`config.mk`:
```
export PLATFORM = sky130hd
export DESIGN_NAME = ivs_dma_rd_ctrl
export DESIGN_NICKNAME = d
export VERILOG_FILES = /design/src/rtl/ivs_dma_rd_ctrl.sv
export SDC_FILE = /design/constraint.sdc
export NUM_CORES = 1
export LEC_CHECK = 0
export ABC_AREA = 1
export BUFFER_PORTS_ARGS = -buffer_cell sky130_fd_sc_hd__buf_4
export CAP_MARGIN = 20
export CORE_AREA = 2 2 152 154
export CTS_CLUSTER_DIAMETER = 60
export DETAILED_ROUTE_END_ITERATION = 7
export DIE_AREA = 0 0 154 156
export PLACE_DENSITY = 0.69
export SLEW_MARGIN = 30
export SYNTH_ARGS = -nofsm -noshare
export SYNTH_HDL_FRONTEND = slang
export SYNTH_SLANG_ARGS = --single-unit
```
`constraint.sdc`:
```
create_clock -name aclk -period 4.9 [get_ports aclk]
set_input_delay 0.735 -clock aclk [delete_from_list [all_inputs] [get_ports aclk]]
set_output_delay 0.735 -clock aclk [all_outputs]
set_load 0.05 [all_outputs]
```
`src/rtl/ivs_dma_rd_ctrl.sv`:
```
// AXI read-channel sequencer for the IVS DMA path.
// Splits a command into 4 KB-safe INCR bursts and streams R beats out.
module ivs_dma_rd_ctrl #(
    parameter int         MAX_BURST = 16,
    parameter logic [3:0] AXI_ID    = 4'd0
) (
    input  logic         aclk,
    input  logic         arst_n,
    input  logic         start,
    input  logic         abort,
    input  logic [31:0]  cfg_addr,
    input  logic [15:0]  cfg_len,
    output logic         busy,
    output logic         done,
    output logic         done_abort,
    output logic         err,
    output logic         arvalid,
    input  logic         arready,
    output logic [3:0]   arid,
    output logic [31:0]  araddr,
    output logic [5:0]   arlen,
    output logic [2:0]   arsize,
    output logic [1:0]   arburst,
    output logic         arlock,
    output logic [3:0]   arcache,
    output logic [2:0]   arport,
    output logic [3:0]   arregion,
    output logic [3:0]   arqos,
    output logic [7:0]   aruser,
    input  logic         rvalid,
    output logic         rready,
    input  logic [3:0]   rid,
    input  logic [127:0] rdata,
    input  logic         rlast,
    input  logic [1:0]   rresp,
    output logic         dout_vld,
    input  logic         dout_rdy,
    output logic [127:0] dout_data,
    output logic         dout_last
);

    typedef enum logic [1:0] {IDLE, ADDR, DATA, DONE} state_t;

    localparam logic [16:0] MAX_B = 17'(MAX_BURST);

    state_t      state, state_nxt;
    logic [31:0] cur_addr;
    logic [15:0] remaining;
    logic [6:0]  beat_cnt;
    logic [6:0]  burst;
    logic        abort_pend;

    logic        go;
    logic        ar_hs;
    logic        r_hs;
    logic [31:0] entry_addr;
    logic [15:0] entry_rem;
    logic [16:0] page_lim;
    logic [16:0] burst_lim;
    logic [6:0]  burst_nxt;
    logic        unused_ok;

    assign arid     = AXI_ID;
    assign arsize   = 3'b100;
    assign arburst  = 2'b01;
    assign arlock   = 1'b0;
    assign arcache  = 4'd0;
    assign arport   = 3'd0;
    assign arregion = 4'd0;
    assign arqos    = 4'd0;
    assign aruser   = 8'd0;

    assign go        = (state == IDLE) && start && !busy;
    assign ar_hs     = arvalid && arready;
    assign rready    = (state == DATA) && dout_rdy;
    assign dout_vld  = (state == DATA) && rvalid;
    assign dout_data = rdata;
    assign r_hs      = dout_vld && rready;
    assign dout_last = dout_vld && (beat_cnt == 7'd1)
                     && (remaining == 16'd0) && !abort_pend;
    assign burst_nxt = burst_lim[6:0];
    assign unused_ok = ^{cfg_addr[3:0], burst_lim[16:7]};

    // Next burst size: limited by beats left, MAX_BURST and the 4 KB page end
    always_comb begin
        entry_addr = cur_addr;
        entry_rem  = remaining;
        if (state == IDLE) begin
            entry_addr = {cfg_addr[31:4], 4'h0};
            entry_rem  = cfg_len;
        end
        page_lim  = 17'd256 - {9'd0, entry_addr[11:4]};
        burst_lim = {1'b0, entry_rem};
        if (burst_lim > MAX_B) burst_lim = MAX_B;
        if (burst_lim > page_lim) burst_lim = page_lim;
    end

    // State register
    always_ff @(posedge aclk or negedge arst_n) begin
        if (!arst_n) state <= IDLE;
        else         state <= state_nxt;
    end

    // Next-state logic
    always_comb begin
        state_nxt = state;
        unique case (state)
            IDLE: begin
                if (go) state_nxt = (cfg_len == 16'd0) ? DONE : ADDR;
            end
            ADDR: begin
                if (ar_hs) state_nxt = DATA;
            end
            DATA: begin
                if (r_hs && beat_cnt == 7'd1) begin
                    if (remaining == 16'd0 || abort_pend || abort)
                        state_nxt = DONE;
                    else
                        state_nxt = ADDR;
                end
            end
            DONE: state_nxt = IDLE;
            default: state_nxt = IDLE;
        endcase
    end

    // Command, burst bookkeeping and status registers
    always_ff @(posedge aclk or negedge arst_n) begin
        if (!arst_n) begin
            cur_addr   <= '0;
            remaining  <= '0;
            beat_cnt   <= '0;
            burst      <= '0;
            abort_pend <= 1'b0;
            arvalid    <= 1'b0;
            araddr     <= '0;
            arlen      <= '0;
            busy       <= 1'b0;
            done       <= 1'b0;
            done_abort <= 1'b0;
            err        <= 1'b0;
        end else begin
            done <= (state == DONE);
            if (done) busy <= 1'b0;
            if (go) begin
                cur_addr   <= {cfg_addr[31:4], 4'h0};
                remaining  <= cfg_len;
                err        <= 1'b0;
                done_abort <= 1'b0;
                busy       <= 1'b1;
            end
            if (state != ADDR && state_nxt == ADDR) begin
                arvalid <= 1'b1;
                araddr  <= entry_addr;
                burst   <= burst_nxt;
                arlen   <= 6'(burst_nxt - 7'd1);
            end
            if (ar_hs) begin
                arvalid   <= 1'b0;
                cur_addr  <= cur_addr + {21'd0, burst, 4'h0};
                remaining <= remaining - {9'd0, burst};
                beat_cnt  <= burst;
            end
            if (r_hs) begin
                beat_cnt <= beat_cnt - 7'd1;
                if (rresp != 2'b00 || rid != AXI_ID
                    || (rlast != (beat_cnt == 7'd1)))
                    err <= 1'b1;
            end
            if (abort && (state == ADDR || state == DATA))
                abort_pend <= 1'b1;
            if (state == DONE) begin
                done_abort <= abort_pend;
                abort_pend <= 1'b0;
            end
        end
    end

endmodule

```
Yosys cells after proc, flatten, opt, wreduce, memory -nomap -nowiden:

Cells that the tools add are included.

* register bits after elaboration: 108
* bits of input ports: 190
* output and inout bits: 207
* word-level logic and storage cells: 84

* add/sub/neg operators: 5
* magnitude comparators: 2
* equal/unequal tests: 7
* mux-type cells: 27
* reduce and logical (&&, ||, !) cells: 30

Operator list (count)
* $mux 32: 3
* $mux 16: 4
* $add 32x11->32: 1
* $logic_not 16->1: 2
* $mux 7: 3
* $gt 16x17->1: 1
* $gt 16x5->1 const B: 1
* $sub 16x7->16: 1
* $reduce_bool 2->1: 7
* $logic_and 1x1->1: 12
* $mux 1: 11
* $mux 2: 5
* $sub 9x8->10 const A: 1
* $pmux 2 s4: 1
* $eq 7x1->1 const B: 1
* $sub 7x1->7 const B: 1
* $sub 6x1->6 const B: 1
* $logic_or 1x1->1: 5
* $eq 2x1->1 const B: 2
* $eq 2x2->1 const B: 2
* $reduce_bool 4->1: 1
* $logic_not 1->1: 2
* $logic_not 2->1: 1
* $ne 2x1->1 const B: 1
* $ne 1x1->1: 1

Logic depth before layout (Yosys ltp):

Gate-level depths: netlist of run 1.

* depth in word-level cells: 10
* depth in mapped cells: 28

Least setup slack after synthesis of run 1:

Ideal clock, no wire load.

* path kind: reg2reg
* from: register state[1]
* to: register arlen[4]
* arrival time: 3.373 ns
* path slack: 1.451 ns
* stages on the path, launching flop included: 25
* path buffers: 2
* period minus slack after synthesis: 3.449 ns
* path through: dfrtp_1 -> inv_1 -> ha_1 -> buf_4 -> o21ai_1 -> ha_1 -> nand3_1 -> nor2_1 -> nand3_1 -> nor2_1 -> nand2_1 -> ha_1 -> nand2_1 -> nor2_1 -> nand3b_1 -> nand3_1 -> nand2_1 -> buf_2 -> nand2_1 -> nand2_1 -> ha_1 -> nand3_1 -> nand2_1 -> nand2_1 -> o21ai_1

* longest elaborated chain between the ends: 8

RTL lines
* start: declaration: line 46 `state_t state, state_nxt;`
* start signal: assignment: line 101 `else state <= state_nxt;`
* parallel branches: the longest is 8 deep, another holds $gt 16x17->1
* end signal: assignment: line 156 `arlen <= 6'(burst_nxt - 7'd1);`
* end: declaration: line 21 `output logic [5:0] arlen,`

Parallel ways; which one is timed is not known.
A chain may end at the register's enable or synchronous reset.

Worst setup path after layout of run 1:

Ends and elaborated chain as after synthesis.

==> results of run 1 <==
[critical path, cell delays in order, from the launching register on]
cell and delay (ns):
dfrtp_1 0.44, inv_1 0.14, ha_2 0.47, buf_4 0.26, inv_4 0.09, nand2_1 0.10, nand2_2 0.07, nor2_1 0.19
nand4_1 0.16, nor3b_1 0.26, xnor2_1 0.10, ha_1 0.28, nand2_1 0.11, nor2_1 0.07, nand3b_1 0.08, nand3_1 0.10
nand2_1 0.30, inv_1 0.17, nand2_1 0.09, nand2_1 0.14, ha_1 0.28, nand3_1 0.09, nand2_1 0.05, nand2_1 0.06
o21ai_1 0.06
[through the flow]
step,hold WS [ns],power [W],cell area [um2]
finish,0.4457,0.001859,8631
global route,0.5034,0.001933,8631
CTS,0.4790,0.001875,8626
detailed placement,0.4488,0.001054,8290
global placement,0.4584,0.001053,8290
floorplan,0.4394,0.001277,8554
[power by group]
group	internal, W	total, W	switching [W]
sequential	0.000825	0.000825	0
clock	0.000478	0.000821	0.000343
combinational	0.0000601	0.000213	0.000153
[logic make-up after synthesis]
logic type / share of synthesized area (%)
xor gates and xnor gates: 2.188
DFF: 29.76
and+or+nand+nor: 26.80
AOI/OAI and AO/OA: 13.10
other: 0.08932
buffers and inverters: 22.83
adders and majority gates: 5.238
[state kept, by name, indices dropped and copies added (netlist names)]
signal      cells
abort_pend      1
araddr         28
arlen           6
arvalid         1
beat_cnt        7
burst           7
busy            1
cur_addr       28
done            1
done_abort      1
err             1
remaining      16
state           2
[worst paths after layout]
kind	startpoint	endpoint	slack [ns]
min in group aclk	done$_DFF_PN0_	busy$_DFFE_PN0P_	0.48
max in group asynchronous	arst_n	arvalid$_DFFE_PN0P_	3.39
setup reg to reg	state[1]$_DFF_PN0_	arlen[4]$_DFFE_PN0P_	0.59
hold reg to reg	done$_DFF_PN0_	busy$_DFFE_PN0P_	0.48
setup / recovery	state[1]$_DFF_PN0_	arlen[4]$_DFFE_PN0P_	0.59
hold / removal	arst_n	araddr[22]$_DFFE_PN0P_	0.45
[layout make-up]
| type | instances | area, um2 |
|---|---|---|
| clock buffer | 11 | 252.7 |
| clock inverter | 5 | 82.58 |
| fill | 2377 | 13730 |
| inverter | 128 | 485.5 |
| multi-input combinational | 825 | 4140 |
| sequential | 100 | 2502 |
| tap | 285 | 356.6 |
| timing repair buffer | 108 | 810.8 |
[per-layer routing]
metal  wire [um]  up-vias  global-route usage, %  share of wire, %
met5           0        -                      0                 0
met4         475        0                  6.275               2.2
met3        1567       57                  3.694               7.2
met2       10240      284                  30.09                47
met1        9532     3442                  24.18                44
li1            -     3624                      -                 -
[cell usage after synthesis, types with 2 or more instances]
library cell,instances
nor2_4,2
dfrtp_1,100
o22ai_1,5
a21oi_1,39
o21ai_2,9
inv_2,3
buf_2,5
xor2_1,18
nand2_1,331
o31ai_1,2
nor2_1,78
o221ai_1,4
fa_1,2
nor4_1,6
ha_1,32
a221oi_1,3
o21a_1,2
xnor2_1,3
o211ai_1,16
o21bai_1,2
o311ai_0,2
or2_2,3
conb_1,2
inv_4,2
nor2_2,3
o21ai_0,98
nand4_1,17
nor3_1,16
buf_4,167
clkbuf_1,19
buf_1,3
nand3b_1,3
nand3_1,69
o21ai_1,9
buf_6,6
nand2_2,5
inv_1,122
==> out/qor.csv, run 1 <==
stage;metric;value;unit
detailed_routing;DRC;0;
finish;most frequent cells in the layout;331 x nand2_1, 122 x inv_1, 108 x buf_4;
clock_tree;clk slew on worst S/H paths;0.08;ns
yosys;Yosys top cell by area;dfrtp_1;
timing;Max Clk Rate;232.2;MHz
timing;Setup TNS;0;ns
pwr;VDD IR-drop max;0.1167;mV
yosys;asr flop ratio synth;100.0;%
critical_path;Worst R2R Path Depth;24;
grt;global route overflow;0;
clock_tree;H-Tree Depth;3;
clock_tree;Worst-Skew Late Latency;0.37;ns
clock_tree;Clock Tree Root;clkbuf_16;
detailed_routing;routed via count;7407;
critical_path;CP Max Fanout;21;
timing;Slew @ Worst Pin;0.9888;ns
clock_tree;CTS buffer count;9;
clock_tree;CTS tree;built;
finish;Area Growth Syn to Fin;2.649;%
critical_path;worst setup path category;reg2reg;
detailed_routing;post-DR wirelength/cell;14.92;um
critical_path;CP required;5.13;ns
placed_design;GPL Wtd Cong;0.8928;
grt;largest net degree at the start of global routing;60;
pwr;PwrDens;215.4;nW/um2
yosys;Mapped Area;8408;um2
placed_design;Post-DP HPWL;16030;um
yosys;sequential fraction of the synthesis area;29.76;%
floorplanning;die area;24020;um2
yosys;prevailing post-synth register cell;dfrtp_1;
yosys;Netlist cell types;44;
floorplanning;initial core utilization;37.59;%
floorplanning;Boundary Pins;397;
timing;setup ws final;0.5935;ns
detailed_routing;starting DRC count in detailed routing;568;
floorplanning;core box area;22370;um2
yosys;Syn Area/Cell;6.920;um2
detailed_routing;1st-pass router iterations;5;
clock_tree;post-CTS setup buffer count;0;
yosys;Yosys warnings;0;
detailed_routing;routed vias/inst;5.066;
yosys;Mapped Cells;1215;
floorplanning;row cnt;55;
grt;first-pass GRT wire length;35520;um
timing;Final Hold Fails;0;
placed_design;Cells after DPL;1446;
finish;Nets;1396;
critical_path;CP Launch Type;flip-flop;
finish;fin cells;1462;
timing;skew final;0.01514;ns
finish;final core utilization;38.59;%
job;max cap viols;0;
clock_tree;post-CTS sizing;0;
placed_design;worst slack, placed;0.6787;ns
detailed_routing;WL final;21820;um
finish;most common cell after layout, fill and taps aside;nand2_1;
yosys;synthesized flop and latch total;100;
critical_path;Worst EP arrival;4.54;ns
clock_tree;Hold-fix buffers, CTS;0;
detailed_routing;DRT antenna net count;0;
placed_design;IO buf count;99;
yosys;Area contributors post-synth;dfrtp_1 30%, buf_4 15%, nand2_1 15%;
worst_hold_path;Worst Hold Class;in2async;
timing;max_slew headroom;34.01;%
floorplanning;die width;154;um
yosys;number of synthesized flops with an enable pin;0;
run_status;status;finished clean;
finish;# diodes;0;
clock_tree;CTS Buffer Depth;2;
finish;share of cells above drive strength 1;13.08;%
grt;vias in the first global route;6981;
pwr;leakage;4.581;nW
grt;initial antenna violation count;0;
timing;RSZ-0062 raised after global routing;false;
yosys;Synth top area share;29.76;%
clock_tree;clk sink count;100;
floorplanning;die height;156;um
timing;final setup violation count;0;
timing;Final Max Tran Viols;0;
timing;Final Critical Period;4.306;ns
critical_path;CP endpoint kind;flip-flop;
grt;GR Util All Layers;18.35;%
timing;period utilization;87.89;%
No activity file was read; power rests on OpenSTA's default activity.
==> inputs of run 2 (changes only) <==
--- a/config.mk
+++ b/config.mk
@@ -5,14 +5,13 @@
 export SDC_FILE = /design/constraint.sdc
 export NUM_CORES = 1
 export LEC_CHECK = 0
-export ABC_AREA = 1
 export BUFFER_PORTS_ARGS = -buffer_cell sky130_fd_sc_hd__buf_4
 export CAP_MARGIN = 20
-export CORE_AREA = 2 2 152 154
+export CORE_AREA = 2 2 155 157
 export CTS_CLUSTER_DIAMETER = 60
 export DETAILED_ROUTE_END_ITERATION = 7
-export DIE_AREA = 0 0 154 156
-export PLACE_DENSITY = 0.69
+export DIE_AREA = 0 0 157 159
+export PLACE_DENSITY = 0.65
 export SLEW_MARGIN = 30
 export SYNTH_ARGS = -nofsm -noshare
 export SYNTH_HDL_FRONTEND = slang
==> run 2 against run 1 <==
  * Final area shrank 4.2%
  * Sequential share of layout area grew 1.3 points
  * Non-clock buffer count grew 5
  * Total power shrank 5.1%
  * Sequential power is essentially flat
  * Combinational power shrank 2%
  * Flip-flop and latch count is the same
  * Clock-buffer cell count shrank 2
  * Synthesized cell count shrank 27%
  * Routed wire length shrank 9.4%
==> out/qor.csv, run 2 <==
stage;metric;value;unit;change
run_status;status;finished clean;;
timing;setup ws final;0.5887;ns;-0.004809 ns
detailed_routing;1st-pass router iterations;5;;unchanged
detailed_routing;DRT antenna net count;0;;unchanged
critical_path;slowest stage delay, CP;0.47;ns;about the same
yosys;sequential fraction of the synthesis area;31.24;%;+1.5 points
finish;fillers;2362;;-0.63%
yosys;count leader, synth;buf_4;;
detailed_routing;starting DRC count in detailed routing;436;;-23%
detailed_routing;DRC;0;;unchanged
yosys;Netlist cell types;73;;+66%
yosys;Mapped Cells;881;;-27%
grt;first-pass GRT wire length;31420;um;-12%
yosys;Yosys top cell by area;dfrtp_1;;
timing;Setup TNS;0;ns;unchanged
timing;WHS;0.4058;ns;-0.03994 ns
grt;GR Util All Layers;15.92;%;-2.4 points
finish;share of cells above drive strength 1;24.41;%;+11 points
critical_path;worst setup path category;reg2reg;;
floorplanning;die area;24960;um2;+3.9%
finish;most frequent cells in the layout;112 x buf_4, 100 x dfrtp_1, 84 x nand2_1;;
worst_hold_path;Worst Hold Class;in2async;;
placed_design;Cells after DPL;1155;;-20%
detailed_routing;post-DR wirelength/cell;16.87;um;+13%
yosys;number of synthesized flops with an enable pin;0;;unchanged
floorplanning;die height;159;um;+1.9%
critical_path;CP Max Fanout;21;;unchanged
grt;global route overflow;0;;unchanged
timing;skew final;0.01317;ns;-0.001973 ns
clock_tree;Hold-fix buffers, CTS;0;;unchanged
critical_path;CP Launch Type;flip-flop;;
clock_tree;H-Tree Depth;3;;unchanged
detailed_routing;WL final;19760;um;-9.4%
timing;RSZ-0062 raised after global routing;false;;
detailed_routing;routed via count;5912;;-20%
finish;Nets;1071;;-23%
critical_path;CP Cell Sequence;inv_1 -> ha_2 -> buf_4 -> nor3b_1 -> o21ai_2 -> nor2_1 -> xnor2_1 -> ha_1 -> nand4_1 -> a21oi_1 -> o211ai_2 -> a31oi_1 -> ha_1 -> nand4_1 -> a21oi_1 -> a311o_1 -> mux2_4;;
placed_design;area of placed instances;7973;um2;-3.8%
yosys;Syn Area/Cell;9.092;um2;+31%
clock_tree;clk slew on worst S/H paths;0.08;ns;about the same
critical_path;Worst R2R Path Depth;17;;-29%
clock_tree;Worst-Skew Late Latency;0.36;ns;about the same
yosys;Synth top area share;31.24;%;+1.5 points
floorplanning;core box area;23190;um2;+3.7%
pwr;VDD IR-drop max;0.1490;mV;+28%
pwr;leakage;4.109;nW;-10%
clock_tree;CTS tree;built;;
clock_tree;post-CTS sizing;0;;unchanged
grt;largest net degree at the start of global routing;73;;+22%
placed_design;GPL Wtd Cong;0.8428;;-5.6%
yosys;asr flop ratio synth;100.0;%;unchanged
finish;most common cell after layout, fill and taps aside;buf_4;;
critical_path;CP required;5.15;ns;+0.02 ns
critical_path;Worst EP arrival;4.56;ns;+0.02 ns
finish;area of the multi-input gates;4088;um2;-1.3%
detailed_routing;routed vias/inst;5.049;;-0.35%
grt;initial antenna violation count;0;;unchanged
critical_path;CP top delay family;compound AO/OA/AOI/OAI gates;;
yosys;prevailing post-synth register cell;dfrtp_1;;
yosys;Yosys warnings;0;;unchanged
finish;Area Growth Syn to Fin;3.187;%;
floorplanning;row cnt;56;;+1.8%
placed_design;worst slack, placed;0.6169;ns;-0.06179 ns
floorplanning;initial core utilization;34.54;%;-3.1 points
yosys;synthesized flop and latch total;100;;unchanged
critical_path;CP Depth;17;;-29%
timing;Final Critical Period;4.311;ns;+0.004809 ns
clock_tree;clk sink count;100;;unchanged
critical_path;Critical Path Slowest Stage Cell;o211ai_2;;
clock_tree;CTS buffer count;9;;unchanged
timing;final setup violation count;0;;unchanged
critical_path;CP endpoint kind;flip-flop;;
finish;fin cells;1171;;-20%
finish;biggest regs;araddr x28, cur_addr x28, remaining x16;;
placed_design;IO buf count;99;;unchanged
clock_tree;Clock Tree Root;clkbuf_16;;
timing;max_slew headroom;45.05;%;+11 points
timing;Final Max Tran Viols;0;;unchanged
job;max cap viols;0;;unchanged
timing;Max Clk Rate;232.0;MHz;-0.11%
finish;post-route cell area;8265;um2;-4.2%
timing;Final Hold Fails;0;;unchanged
critical_path;Buf/Inv on CP;2;;-2
timing;Slew @ Worst Pin;0.8243;ns;-0.1645 ns
placed_design;Post-DP HPWL;14530;um;-9.4%
finish;FF/Latch Area;2502;um2;unchanged
clock_tree;CTS Buffer Depth;2;;unchanged
yosys;Area contributors post-synth;dfrtp_1 31%, buf_4 16%, mux2_4 5.4%;;
yosys;most common library cells after synthesis;166 x buf_4, 100 x dfrtp_1, 84 x nand2_1;;
floorplanning;die width;157;um;+1.9%
floorplanning;Boundary Pins;397;;unchanged
pwr;PwrDens;213.5;nW/um2;-0.87%
grt;vias in the first global route;5782;;-17%
timing;period utilization;87.99;%;+0.098 points
finish;# diodes;0;;unchanged
yosys;Mapped Area;8010;um2;-4.7%
clock_tree;post-CTS setup buffer count;0;;unchanged
==> run 2: changes by cell type after synthesis, sizes merged, moves of 18 or more <==
| cell | delta |
|---|---|
| mux2 | +49 |
| nand3 | -54 |
| nand2 | -252 |
| inv | -92 |
| o21ai | -71 |
| a211oi | +18 |
| mux2i | +26 |
==> run 2: worst reg2reg max path, delay by kind of cell, from the launching register on <==
family / cells / cell delay [ns]
simple gates: 4 / 0.69
xor+xnor: 1 / 0.12
flops: 1 / 0.41
buf+inv: 2 / 0.48
compound gates: 6 / 1.31
fa+ha+maj: 3 / 0.93
mux: 1 / 0.27
==> run 2: area by class of cell <==
type	count	area share [%]
Inverter	35	1.589
Tap cell	319	4.829
Clock buffer	9	2.725
Multi-Input combinational cell	588	49.46
Sequential cell	100	30.28
Clock inverter	7	0.8174
Timing Repair Buffer	113	10.31
==> run 2: logic make-up after synthesis <==
group | after synthesis | share of synthesized area (%)
xor+xnor | 21 | 2.390
compound gates | 161 | 13.53
fa+ha+maj | 34 | 5.498
flops | 100 | 31.24
other cells | 2 | 0.09376
buf+inv | 232 | 19.59
simple gates | 256 | 16.01
mux | 75 | 11.65
==> run 2: metal layers <==
| layer | up-vias | track usage [%] | routed length (um) |
|---|---|---|---|
| li1 | 2807 | - | - |
| met1 | 2820 | 21.93 | 8836 |
| met2 | 228 | 24.32 | 8812 |
| met3 | 57 | 3.947 | 1661 |
| met4 | 0 | 5.379 | 448 |
| met5 | - | 0 | 0 |
==> run 2: path summary, 6_finish.rpt <==
check / startpoint / slack, ns / endpoint
min reg2reg: done$_DFF_PN0_ / 0.46 / busy$_DFFE_PN0P_
max reg2reg: state[0]$_DFF_PN0_ / 0.59 / arlen[4]$_DFFE_PN0P_
min: arst_n / 0.41 / araddr[20]$_DFFE_PN0P_
max in group asynchronous: arst_n / 3.58 / cur_addr[13]$_DFFE_PN0P_
min in group aclk: done$_DFF_PN0_ / 0.46 / busy$_DFFE_PN0P_
max: state[0]$_DFF_PN0_ / 0.59 / arlen[4]$_DFFE_PN0P_
==> run 2: through the flow <==
stage / util [%] / total power [W]
final: 35.64 / 0.001765
after global routing: 35.64 / 0.001831
after CTS: 35.64 / 0.001785
after detailed placement: 34.38 / 0.001050
after global placement: 34.36 / 0.001049
after floorplan: - / 0.001270
==> run 2: report_power, final <==
part | total (W) | internal [W] | switching [W]
clock network | 0.000731 | 0.000360 | 0.000371
logic | 0.000209 | 0.0000658 | 0.000144
registers | 0.000824 | 0.000824 | 0
==> inputs of run 3 (changes only) <==
--- a/config.mk
+++ b/config.mk
@@ -12,7 +12,7 @@
 export DETAILED_ROUTE_END_ITERATION = 7
 export DIE_AREA = 0 0 157 159
 export PLACE_DENSITY = 0.65
-export SLEW_MARGIN = 30
+export SLEW_MARGIN = 20
 export SYNTH_ARGS = -nofsm -noshare
 export SYNTH_HDL_FRONTEND = slang
 export SYNTH_SLANG_ARGS = --single-unit
==> constraint.sdc (replaced) <==
create_clock -name aclk -period 4.9 [get_ports aclk]
set_input_delay 0.49 -clock aclk [delete_from_list [all_inputs] [get_ports aclk]]
set_output_delay 0.49 -clock aclk [all_outputs]
set_load 0.05 [all_outputs]
==> run 3 against run 2 <==
  * Total power shrank 1.1%
  * Highest routed layer unchanged
  * Clock-buffer cell count is the same
  * Global-route usage grew 0.061 points
  * Setup slack lost 0.059 ns
  * Non-clock buffer count shrank 1
==> out/qor.csv, run 3 (synthesized netlist as in run 2, its figures left out) <==
stage;metric;value;unit;change
job;max cap viols;0;;unchanged
critical_path;CP endpoint kind;flip-flop;;
critical_path;worst setup path category;reg2reg;;
clock_tree;Clock Tree Root;clkbuf_16;;
finish;Nets;1070;;-0.093%
timing;WHS;0.2107;ns;-0.1951 ns
timing;Max Clk Rate;228.8;MHz;-1.3%
placed_design;IO buf count;99;;unchanged
critical_path;Worst R2R Path Depth;16;;-1
detailed_routing;routed vias/inst;5.029;;-0.39%
finish;FF/Latch Area;2502;um2;unchanged
clock_tree;CTS tree;built;;
critical_path;CP Max Fanout;12;;-43%
worst_hold_path;Worst Hold Class;in2async;;
pwr;PwrDens;211.8;nW/um2;-0.82%
timing;Final Max Tran Viols;0;;unchanged
grt;vias in the first global route;5806;;+0.42%
critical_path;most frequent CP cell;ha_1;;
detailed_routing;routed via count;5884;;-0.47%
critical_path;R2R setup slack;0.53;ns;-0.06 ns
critical_path;reg2reg end;arlen[4]$_DFFE_PN0P_;;
placed_design;worst slack, placed;0.5639;ns;-0.05301 ns
detailed_routing;DRC;0;;unchanged
clock_tree;CTS Buffer Depth;2;;unchanged
critical_path;CP Cell Sequence;inv_1 -> ha_2 -> mux2i_1 -> ha_1 -> o21ai_2 -> xor2_2 -> ha_1 -> a21oi_1 -> o211ai_1 -> o211ai_2 -> a31oi_1 -> ha_1 -> nand4_1 -> a21oi_1 -> a311o_1 -> mux2_4;;
finish;most frequent cells in the layout;112 x buf_4, 100 x dfrtp_1, 84 x nand2_1;;
run_status;status;finished clean;;
placed_design;Post-DP HPWL;14540;um;about the same
timing;Final Critical Period;4.370;ns;+0.05887 ns
grt;initial antenna violation count;0;;unchanged
critical_path;RR Startpoint;state[0]$_DFF_PN0_;;
grt;GR Util All Layers;15.98;%;+0.061 points
detailed_routing;starting DRC count in detailed routing;374;;-14%
floorplanning;core box area;23190;um2;unchanged
grt;first-pass GRT wire length;31640;um;+0.70%
pwr;VDD IR-drop max;0.1570;mV;+5.4%
clock_tree;clk slew on worst S/H paths;0.08;ns;about the same
critical_path;Critical Path Slowest Stage Cell;o211ai_2;;
clock_tree;post-CTS setup buffer count;0;;unchanged
finish;post-route cell area;8243;um2;-0.27%
timing;max_slew headroom;46.96;%;+1.9 points
clock_tree;Hold-fix buffers, CTS;0;;unchanged
grt;largest net degree at the start of global routing;60;;-18%
grt;global route overflow;0;;unchanged
finish;area of the multi-input gates;4088;um2;unchanged
clock_tree;clk sink count;100;;unchanged
timing;setup ws final;0.5299;ns;-0.05887 ns
detailed_routing;post-DR wirelength/cell;16.69;um;-1.1%
finish;# diodes;0;;unchanged
timing;final setup violation count;0;;unchanged
critical_path;Critical Path Sink;arlen[4]$_DFFE_PN0P_;;
timing;Final Hold Fails;0;;unchanged
placed_design;GPL Wtd Cong;0.8553;;+1.5%
floorplanning;row cnt;56;;unchanged
floorplanning;Boundary Pins;397;;unchanged
clock_tree;post-CTS sizing;0;;unchanged
floorplanning;die width;157;um;unchanged
clock_tree;Worst-Skew Late Latency;0.37;ns;about the same
clock_tree;H-Tree Depth;3;;unchanged
floorplanning;die height;159;um;unchanged
finish;share of cells above drive strength 1;24.32;%;-0.089 points
critical_path;CP Depth;16;;-1
clock_tree;CTS buffer count;9;;unchanged
placed_design;area of placed instances;7961;um2;-0.14%
finish;most common cell after layout, fill and taps aside;buf_4;;
critical_path;CP required;5.16;ns;about the same
floorplanning;initial core utilization;34.54;%;unchanged
detailed_routing;DRT antenna net count;0;;unchanged
finish;Area Growth Syn to Fin;2.905;%;
pwr;leakage;4.098;nW;-0.28%
critical_path;CP Launch Type;flip-flop;;
critical_path;Worst EP arrival;4.63;ns;+0.07 ns
floorplanning;die area;24960;um2;unchanged
detailed_routing;WL final;19530;um;-1.2%
critical_path;slowest stage delay, CP;0.43;ns;-0.04 ns
timing;Slew @ Worst Pin;0.7956;ns;-0.02871 ns
timing;period utilization;89.19;%;+1.2 points
critical_path;CP top delay family;compound AO/OA/AOI/OAI gates;;
finish;biggest regs;araddr x28, cur_addr x28, remaining x16;;
timing;Setup TNS;0;ns;unchanged
critical_path;crit path from;state[0]$_DFF_PN0_;;
timing;skew final;0.01269;ns;-0.0004755 ns
detailed_routing;1st-pass router iterations;5;;unchanged
finish;fillers;2414;;+2.2%
critical_path;Buf/Inv on CP;1;;-1
timing;RSZ-0062 raised after global routing;false;;
-- run 3: changes by cell type in the layout (fill, tap and decap cells not counted) --
cell and change:
buf_6 -1, clkinv_4 -1, clkinv_2 +1, inv_8 -3, inv_6 +3
-- run 3: where the power goes --
| part | internal (W) | leakage, nW | switching, W |
|---|---|---|---|
| Sequential | 0.000824 | 1.30 | 0 |
| Combinational | 0.0000653 | 2.66 | 0.000142 |
| Clock | 0.000353 | 0.137 | 0.000361 |
-- run 3: worst reg2reg max path, cell delays in order, from the launching register on --
cell      delay (ns)
dfrtp_1         0.41
inv_1           0.17
ha_2            0.40
mux2i_1         0.35
ha_1            0.26
o21ai_2         0.11
xor2_2          0.30
ha_1            0.30
a21oi_1         0.15
o211ai_1        0.11
o211ai_2        0.44
a31oi_1         0.23
ha_1            0.30
nand4_1         0.09
a21oi_1         0.07
a311o_1         0.33
mux2_4          0.26
-- run 3: per-layer routing --
metal,routed length (um),vias up,GRT usage [%]
li1,-,2797,-
met1,8860,2853,21.20
met2,8800,178,25.08
met3,1407,56,3.865
met4,459,0,6.130
met5,0,-,0
-- run 3: worst min-delay path by stage --
stage,start,endpoint,slack (ns)
6_report,arst_n,araddr[14]$_DFFE_PN0P_,0.21
5_1_grt,arst_n,araddr[14]$_DFFE_PN0P_,0.28
4_1_cts,arst_n,araddr[14]$_DFFE_PN0P_,0.25
3_5_place_dp,done$_DFF_PN0_,busy$_DFFE_PN0P_,0.45
3_3_place_gp,done$_DFF_PN0_,busy$_DFFE_PN0P_,0.44
2_1_floorplan,arst_n,abort_pend$_DFFE_PN0P_,0.19
-- run 3: area by class of cell --
| class | count | area share [%] |
|---|---|---|
| clock buffer | 9 | 2.732 |
| clock inverter | 7 | 0.6831 |
| inverter | 35 | 1.594 |
| multi-input combinational | 588 | 49.59 |
| sequential | 100 | 30.36 |
| tap | 319 | 4.842 |
| timing repair buffer | 112 | 10.20 |
-- run 3: stage by stage --
| stage | power [W] | util [%] | cells |
|---|---|---|---|
| after global routing | 0.001809 | 35.54 | 1170 |
| final | 0.001746 | 35.54 | 1170 |
| after detailed placement | 0.001049 | 34.33 | 1154 |
| after global placement | 0.001048 | 34.33 | 1154 |
| after CTS | 0.001760 | 35.54 | 1170 |
| after floorplan | 0.001270 | - | 920 |
